## src/rtl/alu_mul_sequencer.sv

```systemverilog
// rtl/alu_mul_sequencer.sv - shift-add 32x32 unsigned multiply sequencer driving the shared ALU
//
// Purpose: computes HI:LO = op_a * op_b (unsigned) over 32 cycles, using the
// shared ALU as the adder for one add per cycle. Sits beside the EX stage;
// while o_busy is high the EX stage stalls and the ALU input mux selects this
// block's o_alu_ctrl/o_alu_a/o_alu_b.
//
// Ports:
//   i_clk         rising-edge clock
//   i_reset       asynchronous active-high reset
//   i_start       one-cycle request; operands sampled with it (ignored while busy)
//   i_op_a        multiplicand
//   i_op_b        multiplier
//   o_busy        high in CALC and DONE
//   o_done        one-cycle pulse; o_hi/o_lo valid from this cycle
//   o_hi, o_lo    registered upper/lower product words
//   o_alu_ctrl    ALU control (add while calculating, AND otherwise)
//   o_alu_a/b     ALU operands
//   i_alu_result  ALU result, combinational in the same cycle
module alu_mul_sequencer #(
    parameter int         WIDTH    = 32,
    parameter logic [2:0] ALU_ADD  = 3'b010,
    parameter logic [2:0] ALU_IDLE = 3'b000
) (
    input  logic             i_clk,
    input  logic             i_reset,
    input  logic             i_start,
    input  logic [WIDTH-1:0] i_op_a,
    input  logic [WIDTH-1:0] i_op_b,
    output logic             o_busy,
    output logic             o_done,
    output logic [WIDTH-1:0] o_hi,
    output logic [WIDTH-1:0] o_lo,
    output logic [2:0]       o_alu_ctrl,
    output logic [WIDTH-1:0] o_alu_a,
    output logic [WIDTH-1:0] o_alu_b,
    input  logic [WIDTH-1:0] i_alu_result
);

    typedef enum logic [1:0] {
        IDLE = 2'd0,
        CALC = 2'd1,
        DONE = 2'd2
    } state_t;

    state_t             r_state;
    state_t             w_next_state;
    logic [5:0]         r_count;
    logic [WIDTH-1:0]   r_mcand;
    // Product register {upper, lower}. The adder's carry-out always lands in
    // the top bit after the right shift, so no extra pre-shift carry bit is
    // ever held across a clock edge.
    logic [2*WIDTH-1:0] r_prod;
    logic [WIDTH-1:0]   r_hi;
    logic [WIDTH-1:0]   r_lo;

    logic               w_carry;
    logic               w_last;
    logic [2*WIDTH-1:0] w_prod_next;

    assign w_last = (r_count == 6'(WIDTH - 1));

    always_comb begin
        w_next_state = r_state;
        o_alu_ctrl   = ALU_IDLE;
        o_alu_a      = '0;
        o_alu_b      = '0;
        case (r_state)
            IDLE: begin
                if (i_start) begin
                    w_next_state = CALC;
                end
            end
            CALC: begin
                o_alu_ctrl = ALU_ADD;
                o_alu_a    = r_prod[2*WIDTH-1:WIDTH];
                o_alu_b    = r_prod[0] ? r_mcand : '0;
                if (w_last) begin
                    w_next_state = DONE;
                end
            end
            DONE: begin
                w_next_state = IDLE;
            end
            default: begin
                w_next_state = IDLE;
            end
        endcase
    end

    // The ALU does not export its carry; an unsigned wrap shows up as the sum
    // being smaller than the A operand. Gated so a zero addend never carries.
    assign w_carry     = (o_alu_b != '0) && (i_alu_result < o_alu_a);
    assign w_prod_next = {w_carry, i_alu_result, r_prod[WIDTH-1:1]};

    assign o_busy = (r_state != IDLE);
    assign o_done = (r_state == DONE);
    assign o_hi   = r_hi;
    assign o_lo   = r_lo;

    always_ff @(posedge i_clk or posedge i_reset) begin
        if (i_reset) begin
            r_state <= IDLE;
        end else begin
            r_state <= w_next_state;
        end
    end

    // i_alu_result is only consumed in CALC, so whatever the ALU produces in
    // other states never reaches a register.
    always_ff @(posedge i_clk or posedge i_reset) begin
        if (i_reset) begin
            r_count <= '0;
            r_mcand <= '0;
            r_prod  <= '0;
            r_hi    <= '0;
            r_lo    <= '0;
        end else begin
            case (r_state)
                IDLE: begin
                    if (i_start) begin
                        r_mcand <= i_op_a;
                        r_prod  <= {{WIDTH{1'b0}}, i_op_b};
                        r_count <= '0;
                    end
                end
                CALC: begin
                    r_prod  <= w_prod_next;
                    r_count <= r_count + 6'd1;
                    // Capture the final shifted product directly so hi/lo are
                    // already valid in the DONE cycle.
                    if (w_last) begin
                        r_hi <= w_prod_next[2*WIDTH-1:WIDTH];
                        r_lo <= w_prod_next[WIDTH-1:0];
                    end
                end
                default: begin
                end
            endcase
        end
    end

endmodule

```

## config.mk

```make
export PLATFORM = sky130hd
export DESIGN_NAME = alu_mul_sequencer
export DESIGN_NICKNAME = d
export VERILOG_FILES = /design/src/rtl/alu_mul_sequencer.sv
export SDC_FILE = /design/constraint.sdc
export NUM_CORES = 1
export LEC_CHECK = 0
export BUFFER_PORTS_ARGS = -buffer_cell sky130_fd_sc_hd__buf_2
export CORE_UTILIZATION = 50
export DETAILED_ROUTE_END_ITERATION = 7
export PLACE_DENSITY = 0.78
export SLEW_MARGIN = 20
export SYNTH_ARGS = -nofsm -noshare
export SYNTH_HDL_FRONTEND = slang
export SYNTH_SLANG_ARGS = --single-unit
```

## constraint.sdc

```tcl
create_clock -name i_clk -period 13.4 [get_ports i_clk]
set_input_delay 0.67 -clock i_clk [delete_from_list [all_inputs] [get_ports i_clk]]
set_output_delay 0.67 -clock i_clk [all_outputs]
set_load 0.05 [all_outputs]
```

==> qor.yml, run 1 <==
outcome: "finished clean"
finalNetCount: 1067
regToRegEndpoint: "r_prod[63]$_DFFE_PP0P_"
static-leakage-power_nw: 4.88
worstPathRequired_ns: 13.68
synth_top_cell_by_area: "sky130_fd_sc_hd__dfrtp_1"
grt_use_total_pct: 23.3
async_flop_share_pct: 100
period_needed_ns: 3.40
synth_enable_flop_cells: 0
ffs_latches_synth: 168
synth_ff_type: "sky130_fd_sc_hd__dfrtp_1"
io_pins: 232
final.setup.worst_slack_ns: 10.0
post_synth_inst_count: 726
grt_pass1_wl_um: 29800
layout-drive-gt1-share_pct: 35.1
antennaDiodeCount: 0
dieWidth_um: 127
floorplan.core_area_um2: 15200
post-place-ws_ns: 9.98
synth_simple_gate_area_share_pct: 16.5
die_height_um: 127
clkSlewWorstSetupHoldPaths_ns: 0.07
fp.dieArea_um2: 16100
antenna_violating_nets_post_route: 0
setup_slack_of_the_most_critical_reg_to_reg_path_ns: 10.0
layout_worst_path_cycle_share_pct: 25.4
syn-mean-instance-area_um2: 10.7
detail_route.first_pass.iterations: 4
grt_start_max_net_pins: 102
drt-wirelength-per-cell_um: 15.8
maxSlewHeadroom_pct: 38.7
remaining_drc_errors: 0
clock_buffer_count_from_cts: 17
cts_hold_repair.buffers: 0
worst-endpoint-arrival_ns: 3.68
totalWireLength_um: 18000
tightest_slew_ns: 0.919
post_synth_mux_area_share_pct: 13.7
post-cts-setup-buffers: 0
placement.io_buffers: 229
synth_top_cell_area_share_pct: 54.0
routability_congestion_estimate_from_global_placement: 0.833
synth.distinct_cells: 41
viasPerCell: 5.46
syn_area_um2: 7780
clock_sink_count: 168
finalMaxSlewViolations: 0
total_congestion_overflow_after_global_routing: 0
worst_skew_pair.late_latency_ns: 0.43
drt_iter0_markers: 324
grt_setup_unrepaired: "no"
tritoncts: "yes"
floorplan.initialDensity_pct: 51.2
synth-xor-area-share_pct: 0.113
cts.htree.levels: 4
critical_path_startpoint_category: "register"
yosys_warnings: 0
hold_path.class: "input pin to asynchronous set/reset pin"
detailed_place_hpwl_um: 12200
via_count_of_the_first_global_routing_pass: 5989
r2r-start: "r_state[1]$_DFFE_PP0P_"
setup_viol_count_final: 0
max-clock-path-buffers: 2
cts-root-buf: "sky130_fd_sc_hd__clkbuf_16"
finalClockSkew_ns: 0.0103
final-hold-violation-count: 0
critical_path_class: "register to register"
cap_viol_max_count: 0
placement_rows: 45
synth_seq_area_share_pct: 54.0
vias: 6209
worstPathMaxFanout: 101
dominant_combinational_cell_family_by_area_after_synthesis: "simple AND/OR/NAND/NOR gates"
grt_antenna_before_repair: 0
peakVddDrop_mv: 0.116
fraction_of_the_mapped_netlist_area_in_compound_gates_pct: 5.45
r2r_cells: 10
post_synthesis_share_of_cell_area_spent_on_full_adders_half_adders_and_majority_gates_pct: 5.14
setup_tns_ns: 0
end_kind: "register"
post_cts_resize_count: 0
power_per_standard_cell_area_nw_per_um2: 187
syn_to_final_growth_pct: 22.4
synth.top_cells.by_area: "sky130_fd_sc_hd__dfrtp_1 (54%), sky130_fd_sc_hd__mux2_2 (8.0%), sky130_fd_sc_hd__mux2_1 (5.8%)"
max_freq_mhz: 294
worst max-delay path: stages, from the launching register on:
cell	delay [ns]
sky130_fd_sc_hd__dfrtp_1	0.40
sky130_fd_sc_hd__nand2b_4	0.36
sky130_fd_sc_hd__inv_2	0.11
sky130_fd_sc_hd__buf_4	0.69
sky130_fd_sc_hd__nand2_1	0.18
sky130_fd_sc_hd__ha_1	0.36
sky130_fd_sc_hd__nand4_1	0.15
sky130_fd_sc_hd__nor4_1	0.45
sky130_fd_sc_hd__nand2_1	0.14
sky130_fd_sc_hd__a31oi_1	0.26
sky130_fd_sc_hd__o22ai_1	0.12
kinds of logic (layout without fill, tap and decap cells):
kind of cell / after synthesis / in the layout
AOI/OAI and AO/OA: 68 / 68
xor gates and xnor gates: 1 / 1
adders and majority gates: 32 / 32
buffers and inverters: 81 / 303
DFF: 168 / 168
muxes: 95 / 95
other: 1 / 2
and+or+nand+nor: 280 / 280
layer usage:
layer  track usage (%)  routed length, um  share of wire, %  vias up
met2              37.6               8850                49      192
met4              7.91                250               1.4        0
met5                 0                  0                 0        -
li1                  -                  -                 -     2932
met3              5.61               1030               5.7       23
met1              30.9               7890                44     3062
registers in the layout, indices dropped and copies added (netlist names):
name     cells
r_mcand     32
o_lo        32
r_state      2
o_hi        32
r_prod      64
r_count      6
how the worst max path moves through the flow:
stage	cells after the start	start	endpoint	slack [ns]
final	10	r_state[1]$_DFFE_PP0P_	r_prod[63]$_DFFE_PP0P_	10.0
after global routing	10	r_state[1]$_DFFE_PP0P_	r_prod[63]$_DFFE_PP0P_	9.63
after CTS	10	r_state[1]$_DFFE_PP0P_	r_prod[63]$_DFFE_PP0P_	9.97
after detailed placement	10	r_state[1]$_DFFE_PP0P_	r_prod[63]$_DFFE_PP0P_	9.98
after global placement	10	r_state[1]$_DFFE_PP0P_	r_prod[63]$_DFFE_PP0P_	10.16
after floorplan	1	i_reset	o_hi[0]$_DFFE_PP0P_	8.18
cell type report:
cell class	count	area [um^2]
fillers	1287	5680
flip-flops and latches	168	4200
multi-input cells	478	3200
repair buffers	235	1190
clock buffers	18	439
well taps	188	235
inverters	36	140
clock inverters	14	111
through the flow:
stage | utilization [%] | std cells | area [um^2] | hold slack, ns | power [mW]
CTS | 62.7 | 1137 | 9520 | 0.455 | 1.79
global route | 62.7 | 1137 | 9520 | 0.454 | 1.88
finish | 62.7 | 1137 | 9520 | 0.419 | 1.78
detailed placement | 59.0 | 1105 | 8970 | 0.469 | 1.33
floorplan | - | 727 | 7790 | 0.464 | 1.18
global placement | 59.0 | 1105 | 8970 | 0.461 | 1.32
layout by cell type, fill, tap and decap left out, types with 3 or more instances in the layout:
cell	instances
sky130_fd_sc_hd__a21oi_1	14
sky130_fd_sc_hd__and3_1	32
sky130_fd_sc_hd__and4_1	3
sky130_fd_sc_hd__buf_2	229
sky130_fd_sc_hd__buf_4	6
sky130_fd_sc_hd__clkbuf_16	17
sky130_fd_sc_hd__clkinvlp_4	3
sky130_fd_sc_hd__dfrtp_1	168
sky130_fd_sc_hd__ha_1	32
sky130_fd_sc_hd__inv_1	34
sky130_fd_sc_hd__inv_6	8
sky130_fd_sc_hd__mux2_1	40
sky130_fd_sc_hd__mux2_2	55
sky130_fd_sc_hd__nand2_1	112
sky130_fd_sc_hd__nand3_1	40
sky130_fd_sc_hd__nand4_1	4
sky130_fd_sc_hd__nor2_1	66
sky130_fd_sc_hd__nor4_1	10
sky130_fd_sc_hd__o21ai_0	11
sky130_fd_sc_hd__o22ai_1	34
synth_stat cells, types with 3 or more instances:
cell type and number:
sky130_fd_sc_hd__nand2_1 112, sky130_fd_sc_hd__o22ai_1 34, sky130_fd_sc_hd__nor2_1 66, sky130_fd_sc_hd__mux2_1 40, sky130_fd_sc_hd__and4_1 3, sky130_fd_sc_hd__buf_4 4
sky130_fd_sc_hd__buf_6 8, sky130_fd_sc_hd__a21oi_1 14, sky130_fd_sc_hd__ha_1 32, sky130_fd_sc_hd__nor4_1 10, sky130_fd_sc_hd__buf_2 10, sky130_fd_sc_hd__nand4_1 4
sky130_fd_sc_hd__nand3_1 40, sky130_fd_sc_hd__buf_1 6, sky130_fd_sc_hd__o21ai_0 11, sky130_fd_sc_hd__and3_1 32, sky130_fd_sc_hd__inv_1 35, sky130_fd_sc_hd__clkbuf_1 17
sky130_fd_sc_hd__mux2_2 55, sky130_fd_sc_hd__dfrtp_1 168
power breakdown:
| group | switching, mW | internal [mW] | leakage (nW) |
|---|---|---|---|
| sequential | 0.0866 | 0.613 | 1.96 |
| clock | 0.215 | 0.246 | 0.265 |
| combinational | 0.433 | 0.189 | 2.65 |
| total | 0.734 | 1.05 | 4.88 |
Note: power is estimated with default switching activity, not from simulation.
==> inputs of run 2 (changes only) <==
==> constraint.sdc (replaced) <==
create_clock -name i_clk -period 3.3 [get_ports i_clk]
set_input_delay 0.165 -clock i_clk [delete_from_list [all_inputs] [get_ports i_clk]]
set_output_delay 0.165 -clock i_clk [all_outputs]
set_load 0.05 [all_outputs]
==> run 2 against run 1 <==
  * Critical path type unchanged
  * Combinational power increased to 4.2 times the previous value
  * Wire length is 7.9% higher
  * Clock-buffer cell count grew 6
  * Power grew to 4.2 times the previous value
==> qor.yml, run 2 (synthesis results as in run 1) <==
outcome: "finished clean"
placement_rows: 45  # unchanged
grt_pass1_wl_um: 32100  # +7.7%
layout_worst_path_cycle_share_pct: 83.5  # +58 points
most_common_cell_after_layout_fill_and_taps_aside: "sky130_fd_sc_hd__buf_2"
final_core_utilization_pct: 68.1  # +5.4 points
antenna_violating_nets_post_route: 0  # unchanged
cp_cell_sequence: "nand2b_4 > inv_2 > buf_4 > nand2_1 > ha_1 > nand4_1 > nor4_1 > nand2_1 > a31oi_1 > o22ai_1"
critical_path.startpoint: "r_state[1]$_DFFE_PP0P_"
grt_setup_unrepaired: "no"
placement.io_buffers: 229  # unchanged
layout-drive-gt1-share_pct: 32.7  # -2.4 points
final-hold-violation-count: 0  # unchanged
hold_path.class: "input pin to asynchronous set/reset pin"
r2r-start: "r_state[1]$_DFFE_PP0P_"
worstPathRequired_ns: 3.59  # -10.09 ns
drt-wirelength-per-cell_um: 16.0  # +0.90%
worst_skew_pair.late_latency_ns: 0.42  # about the same
drt_iter0_markers: 375  # +16%
vias: 6506  # +4.8%
worst-endpoint-arrival_ns: 3.04  # -0.64 ns
cp_slowest_cell: "sky130_fd_sc_hd__nor4_1"
die_height_um: 127  # unchanged
post_cts_resize_count: 0  # unchanged
maxSlewHeadroom_pct: 40.8  # +2.1 points
peakVddDrop_mv: 0.382  # +230%
power.total_mw: 7.42  # +320%
clock_buffer_count_from_cts: 17  # unchanged
mostFrequentLayoutCells: "sky130_fd_sc_hd__buf_2 (229), sky130_fd_sc_hd__dfrtp_1 (168), sky130_fd_sc_hd__nand2_1 (112), sky130_fd_sc_hd__dlygate4sd3_1 (74), sky130_fd_sc_hd__nor2_1 (66)"
detailed_place_hpwl_um: 12200  # about the same
number_of_flip_flops_in_the_largest_register: 64  # unchanged
tightest_slew_ns: 0.887  # -0.0318 ns
tritoncts: "yes"
remaining_drc_errors: 0  # unchanged
cts-root-buf: "sky130_fd_sc_hd__clkbuf_16"
pwr-share-seq_pct: 38.3  # -0.9 points
critical_path.most_common_cell: "sky130_fd_sc_hd__nand2_1"
detail_route.first_pass.iterations: 5  # +1
p_clk_share_pct: 26.3  # +0.4 points
cap_viol_max_count: 0  # unchanged
share_comb_of_total_power_pct: 35.4  # +0.5 points
critical_path_startpoint_category: "register"
finalNetCount: 1146  # +7.4%
critical_path_class: "register to register"
routability_congestion_estimate_from_global_placement: 0.816  # -2.0%
grt_antenna_before_repair: 0  # unchanged
dieWidth_um: 127  # unchanged
period_needed_ns: 2.76  # -0.645 ns
grt_use_total_pct: 25.2  # +1.9 points
antennaDiodeCount: 0  # unchanged
final_cell_area_um2: 10400  # +8.7%
fp.dieArea_um2: 16100  # unchanged
via_count_of_the_first_global_routing_pass: 6546  # +9.3%
dpl-instance-area_um2: 9020  # +0.54%
finalMaxSlewViolations: 0  # unchanged
totalWireLength_um: 19400  # +7.9%
total_switching_power_mw: 2.95  # +300%
clock_sink_count: 168  # unchanged
finalClockSkew_ns: 0.00938  # -0.000872 ns
max_freq_mhz: 363  # +23%
setup_tns_ns: 0  # unchanged
cts.htree.levels: 4  # unchanged
max-clock-path-buffers: 2  # unchanged
io_pins: 232  # unchanged
layout_fillers: 1127  # -12%
post-place-ws_ns: 0.587  # -9.40 ns
regMostFlops: "r_prod"
cp_slowest_stage_delay_ns: 0.42  # -0.27 ns
power_switching_share_pct: 39.7  # -1.5 points
floorplan.initialDensity_pct: 51.2  # unchanged
end_kind: "register"
grt_start_max_net_pins: 169  # +66%
total_congestion_overflow_after_global_routing: 0  # unchanged
floorplan.core_area_um2: 15200  # unchanged
p_int_mw: 4.47  # +330%
worstPathMaxFanout: 24  # -76%
clkSlewWorstSetupHoldPaths_ns: 0.07  # about the same
syn_to_final_growth_pct: 33.0
final.setup.worst_slack_ns: 0.544  # -9.45 ns
viasPerCell: 5.35  # -2.0%
setup_viol_count_final: 0  # unchanged
post-cts-setup-buffers: 0  # unchanged
power_per_standard_cell_area_nw_per_um2: 716  # +280%
static-leakage-power_nw: 5.22  # +7.0%
==> run 2: cell count changes in the layout (fill, tap and decap cells not counted) <==
| cell | delta |
|---|---|
| sky130_fd_sc_hd__dlygate4sd3_1 | +74 |
| sky130_fd_sc_hd__inv_6 | -7 |
| sky130_fd_sc_hd__buf_4 | +4 |
| sky130_fd_sc_hd__clkbuf_8 | +4 |
| sky130_fd_sc_hd__clkbuf_1 | +2 |
| sky130_fd_sc_hd__clkinv_2 | -2 |
| sky130_fd_sc_hd__clkinvlp_4 | +2 |
| sky130_fd_sc_hd__buf_12 | +1 |
| sky130_fd_sc_hd__bufinv_16 | +1 |
==> run 2: repair_timing <==
action	in CTS	in global routing
hold buffers	74	0
endpoints found under the hold margin	81	0
setup endpoints to repair	0	0
==> run 2: power groups by stage <==
stage / registers, mW / clock network [mW] / logic [mW]
floorplan: 2.92 / 0 / 1.87
global placement: 2.85 / 0 / 2.50
detailed placement: 2.87 / 0 / 2.55
CTS: 2.83 / 1.99 / 2.63
global route: 2.91 / 2.07 / 2.82
finish: 2.84 / 1.95 / 2.62
==> run 2: final cells by class <==
| type | count | area (um^2) | share of cell area (%) |
|---|---|---|---|
| sequential | 168 | 4200 | 40.6 |
| multi-input combinational | 478 | 3200 | 30.9 |
| timing repair buffer | 314 | 1980 | 19.1 |
| clock buffer | 24 | 502 | 4.85 |
| tap | 188 | 235 | 2.27 |
| inverter | 36 | 139 | 1.34 |
| clock inverter | 8 | 86.3 | 0.834 |
==> run 2: path summary, 6_finish.rpt <==
kind	cells after the start	slack, ns	to
max	10	0.54	r_prod[63]$_DFFE_PP0P_
min	3	0.004	o_lo[4]$_DFFE_PP0P_
max reg2reg	10	0.54	r_prod[63]$_DFFE_PP0P_
min reg2reg	1	0.48	o_lo[1]$_DFFE_PP0P_
max in group asynchronous	3	2.66	r_mcand[25]$_DFFE_PP0P_
min in group i_clk	3	0.01	r_prod[1]$_DFFE_PP0P_
==> run 2: per-layer routing <==
layer,vias up,global-route usage [%],wire [um]
met3,48,6.07,1030
met4,0,10.7,518
met2,228,42.7,9620
met1,3163,31.0,8280
met5,-,0,0
li1,3067,-,-
==> run 2: worst max-delay path: cells and delay by family, from the launching register on <==
kind | cells | cell delay (ns)
fa+ha+maj | 1 | 0.33
compound gates | 2 | 0.38
buf+inv | 2 | 0.52
flops | 1 | 0.40
simple gates | 5 | 0.99
==> run 2: per-stage QoR <==
step / cells / hold slack (ns)
2_1_floorplan: 727 / 0.270
3_3_place_gp: 1110 / 0.397
3_5_place_dp: 1110 / 0.400
4_1_cts: 1216 / 0.000660
5_1_grt: 1216 / 0.00613
6_report: 1216 / 0.00435
